===== src/rtl/uart_tx_fifo.sv =====
// Byte FIFO feeding a UART transmitter: buffers producer writes and launches
// one byte at a time over the DV/Byte interface, waiting for each done pulse.
module uart_tx_fifo #(
    parameter  int DEPTH = 16,
    localparam int CNT_W = $clog2(DEPTH) + 1
) (
    input  logic             i_Clock,
    input  logic             i_Rst_L,
    input  logic             i_Wr_DV,
    input  logic [7:0]       i_Wr_Byte,
    output logic             o_Full,
    output logic             o_Empty,
    output logic [CNT_W-1:0] o_Count,
    output logic             o_Overflow,
    output logic             o_TX_DV,
    output logic [7:0]       o_TX_Byte,
    input  logic             i_TX_Active,
    input  logic             i_TX_Done,
    output logic             o_Busy
);
    localparam int PTR_W = $clog2(DEPTH);

    // Handshake: o_TX_DV is a one-cycle launch with o_TX_Byte valid in the same
    // cycle; no new launch until i_TX_Done has been seen in S_BUSY.
    typedef enum logic [1:0] {
        S_IDLE   = 2'd0,
        S_LAUNCH = 2'd1,
        S_BUSY   = 2'd2
    } state_t;

    state_t           state_q, state_d;
    logic [PTR_W-1:0] wr_ptr_q, wr_ptr_d;
    logic [PTR_W-1:0] rd_ptr_q, rd_ptr_d;
    logic [CNT_W-1:0] count_q, count_d;
    logic             full_q, full_d;
    logic             empty_q, empty_d;
    logic             ovf_q, ovf_d;
    logic             tx_dv_q, tx_dv_d;
    logic             busy_q, busy_d;
    logic [7:0]       tx_byte_q, tx_byte_d;
    logic [7:0]       mem_q [DEPTH];
    logic             wr_en;
    logic             pop;

    always_comb begin
        // Full is judged on the registered flag, so a pop in the same cycle
        // does not rescue a write into a full buffer.
        wr_en     = i_Wr_DV && !full_q;
        pop       = (state_q == S_IDLE) && !empty_q && !i_TX_Active;
        state_d   = state_q;
        wr_ptr_d  = wr_ptr_q;
        rd_ptr_d  = rd_ptr_q;
        count_d   = count_q;
        tx_byte_d = tx_byte_q;

        case (state_q)
            S_IDLE:   if (pop) state_d = S_LAUNCH;
            S_LAUNCH: state_d = S_BUSY;
            S_BUSY:   if (i_TX_Done) state_d = S_IDLE;
            default:  state_d = S_IDLE;
        endcase

        if (wr_en) wr_ptr_d = wr_ptr_q + PTR_W'(1);
        if (pop) begin
            rd_ptr_d  = rd_ptr_q + PTR_W'(1);
            tx_byte_d = mem_q[rd_ptr_q];
        end

        case ({wr_en, pop})
            2'b10:   count_d = count_q + CNT_W'(1);
            2'b01:   count_d = count_q - CNT_W'(1);
            default: count_d = count_q;
        endcase

        full_d  = (count_d == CNT_W'(DEPTH));
        empty_d = (count_d == '0);
        ovf_d   = i_Wr_DV && full_q;
        tx_dv_d = pop;
        busy_d  = (state_d != S_IDLE);
    end

    always_ff @(posedge i_Clock or negedge i_Rst_L) begin
        if (!i_Rst_L) begin
            state_q   <= S_IDLE;
            wr_ptr_q  <= '0;
            rd_ptr_q  <= '0;
            count_q   <= '0;
            full_q    <= 1'b0;
            empty_q   <= 1'b1;
            ovf_q     <= 1'b0;
            tx_dv_q   <= 1'b0;
            busy_q    <= 1'b0;
            tx_byte_q <= 8'h00;
        end else begin
            state_q   <= state_d;
            wr_ptr_q  <= wr_ptr_d;
            rd_ptr_q  <= rd_ptr_d;
            count_q   <= count_d;
            full_q    <= full_d;
            empty_q   <= empty_d;
            ovf_q     <= ovf_d;
            tx_dv_q   <= tx_dv_d;
            busy_q    <= busy_d;
            tx_byte_q <= tx_byte_d;
        end
    end

    // Storage needs no reset: the cleared count makes stale entries unreachable.
    always_ff @(posedge i_Clock) begin
        if (wr_en) mem_q[wr_ptr_q] <= i_Wr_Byte;
    end

    assign o_Full     = full_q;
    assign o_Empty    = empty_q;
    assign o_Count    = count_q;
    assign o_Overflow = ovf_q;
    assign o_TX_DV    = tx_dv_q;
    assign o_TX_Byte  = tx_byte_q;
    assign o_Busy     = busy_q;
endmodule


===== config.mk =====
export PLATFORM = sky130hd
export DESIGN_NAME = uart_tx_fifo
export DESIGN_NICKNAME = d
export VERILOG_FILES = /design/src/rtl/uart_tx_fifo.sv
export SDC_FILE = /design/constraint.sdc
export NUM_CORES = 1
export LEC_CHECK = 0
export CAP_MARGIN = 20
export CORE_MARGIN = 4
export CORE_UTILIZATION = 50
export CTS_BUF_LIST = sky130_fd_sc_hd__clkbuf_4
export DETAILED_ROUTE_END_ITERATION = 10
export PLACE_DENSITY = 0.71
export SLEW_MARGIN = 10
export SYNTH_ARGS = -nofsm -noshare
export SYNTH_HDL_FRONTEND = slang
export SYNTH_SLANG_ARGS = --single-unit

===== constraint.sdc =====
create_clock -name i_Clock -period 3 [get_ports i_Clock]
set_input_delay 0.3 -clock i_Clock [delete_from_list [all_inputs] [get_ports i_Clock]]
set_output_delay 0.3 -clock i_Clock [all_outputs]
set_load 0.005 [all_outputs]

==> Word level (Yosys, flattened, before mapping) <==
Memories as Yosys holds them, arrays and structs flattened. A register that Yosys moved wholly into a read port is not among the register bits.
Index checks and enable logic that the tools add are counted.
{ "word_totals": {"ff_bits": 20, "n_memories": 1, "mem_bits_rw": 128} }
{ "mem_list": {"columns": ["name", "depth", "width", "rd", "rd_clocked_by_memory_dff", "write_ports", "line_no", "rtl"], "rows": [
  ["mem_q", 16, 8, 1, 1, 1, "41", "logic [7:0] mem_q [DEPTH];"]
]} }
{ "op_classes": {"mux": 6, "n_reduce_logical": 11, "add_sub_neg": 4, "eq_ne": 5} }
{ "op_table": {"columns": ["op", "n"], "rows": [
  ["5-bit one-hot mux with 2 select lines", 1],
  ["4-bit by 1-bit adder with 4-bit output, second input constant", 2],
  ["2-bit one-hot mux with 3 select lines", 1],
  ["5-bit by 1-bit adder with 5-bit output, second input constant", 1],
  ["5-bit equality test, second input constant", 1],
  ["5-bit zero test", 1],
  ["5-bit by 1-bit subtractor with 5-bit output, second input constant", 1],
  ["2-bit by 1-bit equality test with 1-bit output, second input constant", 2],
  ["2-bit equality test, second input constant", 2],
  ["1-bit logical AND", 4],
  ["1-bit zero test", 4],
  ["2-bit two-way mux", 2],
  ["2-bit zero test", 1],
  ["1-bit two-way mux", 2],
  ["2-bit nonzero test", 1]
]} }

==> Depth between registers and ports, before layout <==
{ "depth": {"word_depth": 6, "depth_mapped": 12} }

==> Worst setup path after synthesis <==
Ideal clock, no wire load.
{ "synth_timing": {"kind": "reg-to-reg", "start": "register state_q[1]", "end": "register full_q, in the netlist o_Full", "n_path_buf": 1, "setup_time_ns": 0.080, "period_less_slack_ns": 2.957, "stages_incl_launch_ff": 12, "t_arrival_ns": 2.877, "required_ns": 2.920, "path_slack_ns": 0.043, "cell_sequence": "dfrtp_1 > or4_1 > clkinv_1 > ha_1 > clkbuf_1 > xor2_1 > ha_1 > nor2_2 > a221o_1 > a2111oi_2 > xor2_1 > nor3b_2"} }
{ "synth_between": {"elab_chain_len": 6, "elab_cells_between_ends": 7, "classes_between": "eq/ne: 3; mux: 1; reduce/logical: 3"} }
{ "synth_rtl": {"columns": ["element", "line_no", "rtl"], "rows": [
  ["start, declared", "31", "state_t state_q, state_d;"],
  ["start signal, assigned", "95", "state_q <= state_d;"],
  ["2-bit zero test *", "49", "pop = (state_q == S_IDLE) && !empty_q && !i_TX_Active;"],
  ["1-bit logical AND * (2 in a row)", "49", null],
  ["via pop", "43", "logic pop;"],
  ["2-bit by 1-bit equality test with 1-bit output or 2-bit equality test (tied branches)", "69", "case ({wr_en, pop})"],
  ["5-bit one-hot mux with 2 select lines *", "69", null],
  ["via count_d[4]", "34", "logic [CNT_W-1:0] count_q, count_d;"],
  ["5-bit equality test *", "75", "full_d = (count_d == CNT_W'(DEPTH));"],
  ["via full_d", "35", "logic full_q, full_d;"],
  ["end signal, assigned", "99", "full_q <= full_d;"],
  ["end, declared", "35", null]
]} }
The timed path passes the listed nets; every way through them passes the cells marked *.
A chain may end at the register's enable or synchronous reset.

==> Worst setup path in the final report <==
Same ends and word-level chain as after synthesis.

==> results by group <==
Power and ir drop
  – Final Total Pwr: roughly 6.5 mW
  – Maximum ir drop on the vdd rail: ~460 uV
  – Leakage power: between 2 and 2.5 nW
  – Total power per unit cell area: roughly 900 mW/mm2

Setup path
  – CP Capture Point: o_Full
  – Largest driver fanout on the critical path: 3
  – Depth of the most critical reg-to-reg path: 10
  – Critical Path AT: just over 3000 ps
  – Launch point of the worst path: state_q[1]
  – Sort of element at the end of the critical path: flip-flop
  – CP Data Required Time: around 3500 ps
  – Launching element type of the critical path: flip-flop
  – Setup slack of the most critical reg-to-reg path: 330 ps
  – Launch point of the worst reg-to-reg path: state_q[1]
  – Crit path kind: flip-flop to flip-flop
  – Critical register-to-register path endpoint: o_Full

STA
  – Clock period minus final worst setup slack: 2670 ps
  – Final count of negative-setup-slack endpoints: 0
  – RSZ-0062 raised after global routing: false
  – Worst setup skew after layout: roughly 20 ps
  – Final Cycle Share: ~89%
  – Tightest slew margin relative to the limit: between 50% and 60%
  – Number of max-slew violations in the final report: 0
  – Highest clock rate: 375 MHz
  – Worst Tran Pin Value: 739 ps
  – Minimum setup slack in the final design: approximately 330 ps
  – Number of endpoints with negative hold slack in the final report: 0

Clock tree
  – CTS root buffer: sky130_fd_sc_hd__clkbuf_4
  – Number of buffers inserted by hold repair at cts: 0
  – Clock latency reported for the late side of the worst-skew pair: roughly 530 ps
  – CTS tree: yes
  – Number of buffers inserted during clock tree synthesis: 17
  – Clock slew seen by the registers of the worst setup and hold paths: about 120 ps
  – Number of gates resized after cts: 0
  – Post-CTS Setup Inserts: 0
  – Number of levels in the clock H-tree: 4
  – CTS Sinks: ~160
  – Number of buffers on the longest clock path: 2

Drt
  – Via count normalized by instance count: ~5.4
  – Routed WL per cell: around 20 um
  – Antenna Nets Post-Route: 0
  – First-pass DRT Iterations: 4
  – Total vias in the final route: between 3000 and 4000
  – Final wirelength: between 10000 and 15000 um
  – Detailed-route DRC error count: 0
  – First-iteration detailed-routing DRC count: 274

Layout
  – Fill cells: approximately 900
  – Final Instance Count excl. Fillers: 575
  – Final Instance Area: 0.00720 mm2
  – Ratio of cells with drive above 1 in the final layout: about a quarter
  – Ant. Diodes: 0
  – Area growth, synth to finish: 16.0%
  – Final #Nets: about 420
  – Multi-input gate area in the final layout: 0.00157 mm2
  – Reg area: ~0.0045 mm2

Yosys
  – Number of flops mapped to enable cells by yosys: about 130
  – Syn Inst Count: 336
  – Commonest cells post-synth: sky130_fd_sc_hd__edfxtp_1 (128), sky130_fd_sc_hd__mux4_2 (32), sky130_fd_sc_hd__dfrtp_1 (27), sky130_fd_sc_hd__nor2_1 (24), sky130_fd_sc_hd__mux2i_1 (16)
  – Sequential fraction of the synthesis area: roughly 73%
  – Post-synthesis instance area: 0.00621 mm2
  – Count leader, synth: sky130_fd_sc_hd__edfxtp_1
  – Flip-flop and latch count after synthesis: ~160
  – Cell taking the most area after synthesis: sky130_fd_sc_hd__edfxtp_1
  – Synthesized area per cell: roughly 18 um2
  – Synthesized net count: around 360
  – Proportion of register bits with asynchronous set or reset after synthesis: 17.9%
  – Netlist cell types: 38
  – Synthesis warning total: 0
  – Yosys top cell area share: between 60 and 70%
  – Synth area leaders: sky130_fd_sc_hd__edfxtp_1 (62%), sky130_fd_sc_hd__mux4_2 (12%), sky130_fd_sc_hd__dfrtp_1 (11%), sky130_fd_sc_hd__mux2i_1 (2.6%), sky130_fd_sc_hd__ha_1 (1.6%)
  – Most used flip-flop cell after synthesis: sky130_fd_sc_hd__edfxtp_1

Place
  – Post-placement setup slack: -34.4 ps
  – Cell total after placement: about 540
  – Number of input and output port buffers inserted: 30
  – Cell area after placement: 0.00684 mm2
  – GP Congestion: about 0.79
  – Hpwl dp: approximately 7700 um

Global route
  – Final global-route overflow total: 0
  – Maximum number of pins on one net before global-route repair: 29
  – Number of global-route vias before repair: 3300
  – Global-route total usage across every layer: between 15 and 20%
  – Wire length of the first global-routing pass: 18300 um
  – Number of antenna violations at the first check in global routing: 0

Floorplan
  – Core area: about 0.012 mm2
  – Site row count: 40
  – Number of top-level pins: 31
  – Starting density of the core: between 50% and 60%
  – Total die area: between 0.01 and 0.015 mm2
  – X dimension of the die: roughly 120 um
  – Chip height: ~120 um

Min path
  – Worst Hold Class: primary input to asynchronous set/reset pin

Status
  – Result of the run: finished clean

Job
  – Max capacitance violation total: 0
[registers in the layout (all words and copies together), names as in the netlist]
| name | cells |
|---|---|
| mem_q | 128 |
| o_TX_Byte | 8 |
| o_Count | 5 |
| rd_ptr_q | 4 |
| wr_ptr_q | 4 |
| state_q | 2 |
| o_Busy | 1 |
| o_Empty | 1 |
| o_Full | 1 |
| o_Overflow | 1 |
| o_TX_DV | 1 |
[worst max-delay path, cell delays in order, from the launching register on]
cell,delay [ps]
sky130_fd_sc_hd__dfrtp_1,400
sky130_fd_sc_hd__or4_4,540
sky130_fd_sc_hd__clkinv_1,80
sky130_fd_sc_hd__ha_1,170
sky130_fd_sc_hd__xor2_1,150
sky130_fd_sc_hd__ha_2,210
sky130_fd_sc_hd__nor2_2,40
sky130_fd_sc_hd__nor4b_1,460
sky130_fd_sc_hd__a2111oi_4,110
sky130_fd_sc_hd__xor2_1,240
sky130_fd_sc_hd__nor3b_2,180
[cells in the final DEF, fill, tap and decap left out, drive strengths merged, types with 2 or more instances in the layout]
master and instances:
a21oi 9, buf 26, bufinv 4, clkbuf 17, clkdlybuf4s50 30, clkinv 7, clkinvlp 3, dfrtp 27
edfxtp 128, ha 8, inv 9, mux2 3, mux2i 16, mux4 32, nand2 12, nand2b 5
nand4 2, nor2 25, nor2b 2, nor3 5, o21ai 10, or4 2, xnor2 8, xor2 3
[report_power, final]
part | switching, mW | internal (mW)
logic | 0.966 | 1.11
registers | 0.325 | 2.71
clock network | 0.700 | 0.660
[stage by stage]
stage / setup TNS, ps / hold slack [ps] / utilization (%)
after floorplan: 0 / 4.41 / -
after CTS: 0 / 312 / 59.4
after global routing: 0 / 95.4 / 59.7
after global placement: 0 / 482 / 56.7
final: 0 / 127 / 59.7
after detailed placement: -34.4 / 497 / 56.7
[area by class of cell]
class / instances / share of cell area, %
sequential: 156 / 63.2
multi-input combinational: 155 / 21.9
timing repair buffer: 56 / 7.16
tap: 168 / 2.92
clock inverter: 15 / 2.71
clock buffer: 17 / 1.77
inverter: 8 / 0.417
[routing by layer]
layer	vias up	share of wire (%)	global-route usage [%]
met5	-	0	0
met4	0	1.2	5.37
met3	11	4.9	4.65
met2	68	52	29.0
met1	1621	42	22.7
li1	1424	-	-
[worst min-delay path by stage]
| stage | cells after the start | from | end |
|---|---|---|---|
| after floorplan | 0 | i_Rst_L | o_Busy |
| after global placement | 2 | o_TX_Byte[6] | o_TX_Byte[6] |
| after detailed placement | 1 | o_Count[4] | o_Count[4] |
| after CTS | 1 | i_Rst_L | o_Count[2] |
| after global routing | 1 | i_Rst_L | rd_ptr_q[1] |
| final | 1 | i_Rst_L | o_TX_Byte[1] |
[kinds of logic (layout without fill, tap and decap cells)]
| family | count (synthesis) | after routing | synth area share, % |
|---|---|---|---|
| AO/OA/AOI/OAI | 27 | 27 | 2.70 |
| XOR/XNOR | 11 | 11 | 1.55 |
| adder cells (fa/ha/maj) | 8 | 8 | 1.61 |
| buffers and inverters | 25 | 96 | 1.73 |
| flip-flops | 156 | 156 | 73.2 |
| multiplexers | 51 | 51 | 14.7 |
| AND/OR/NAND/NOR | 58 | 58 | 4.45 |
No activity file was read; power rests on OpenSTA's default activity.
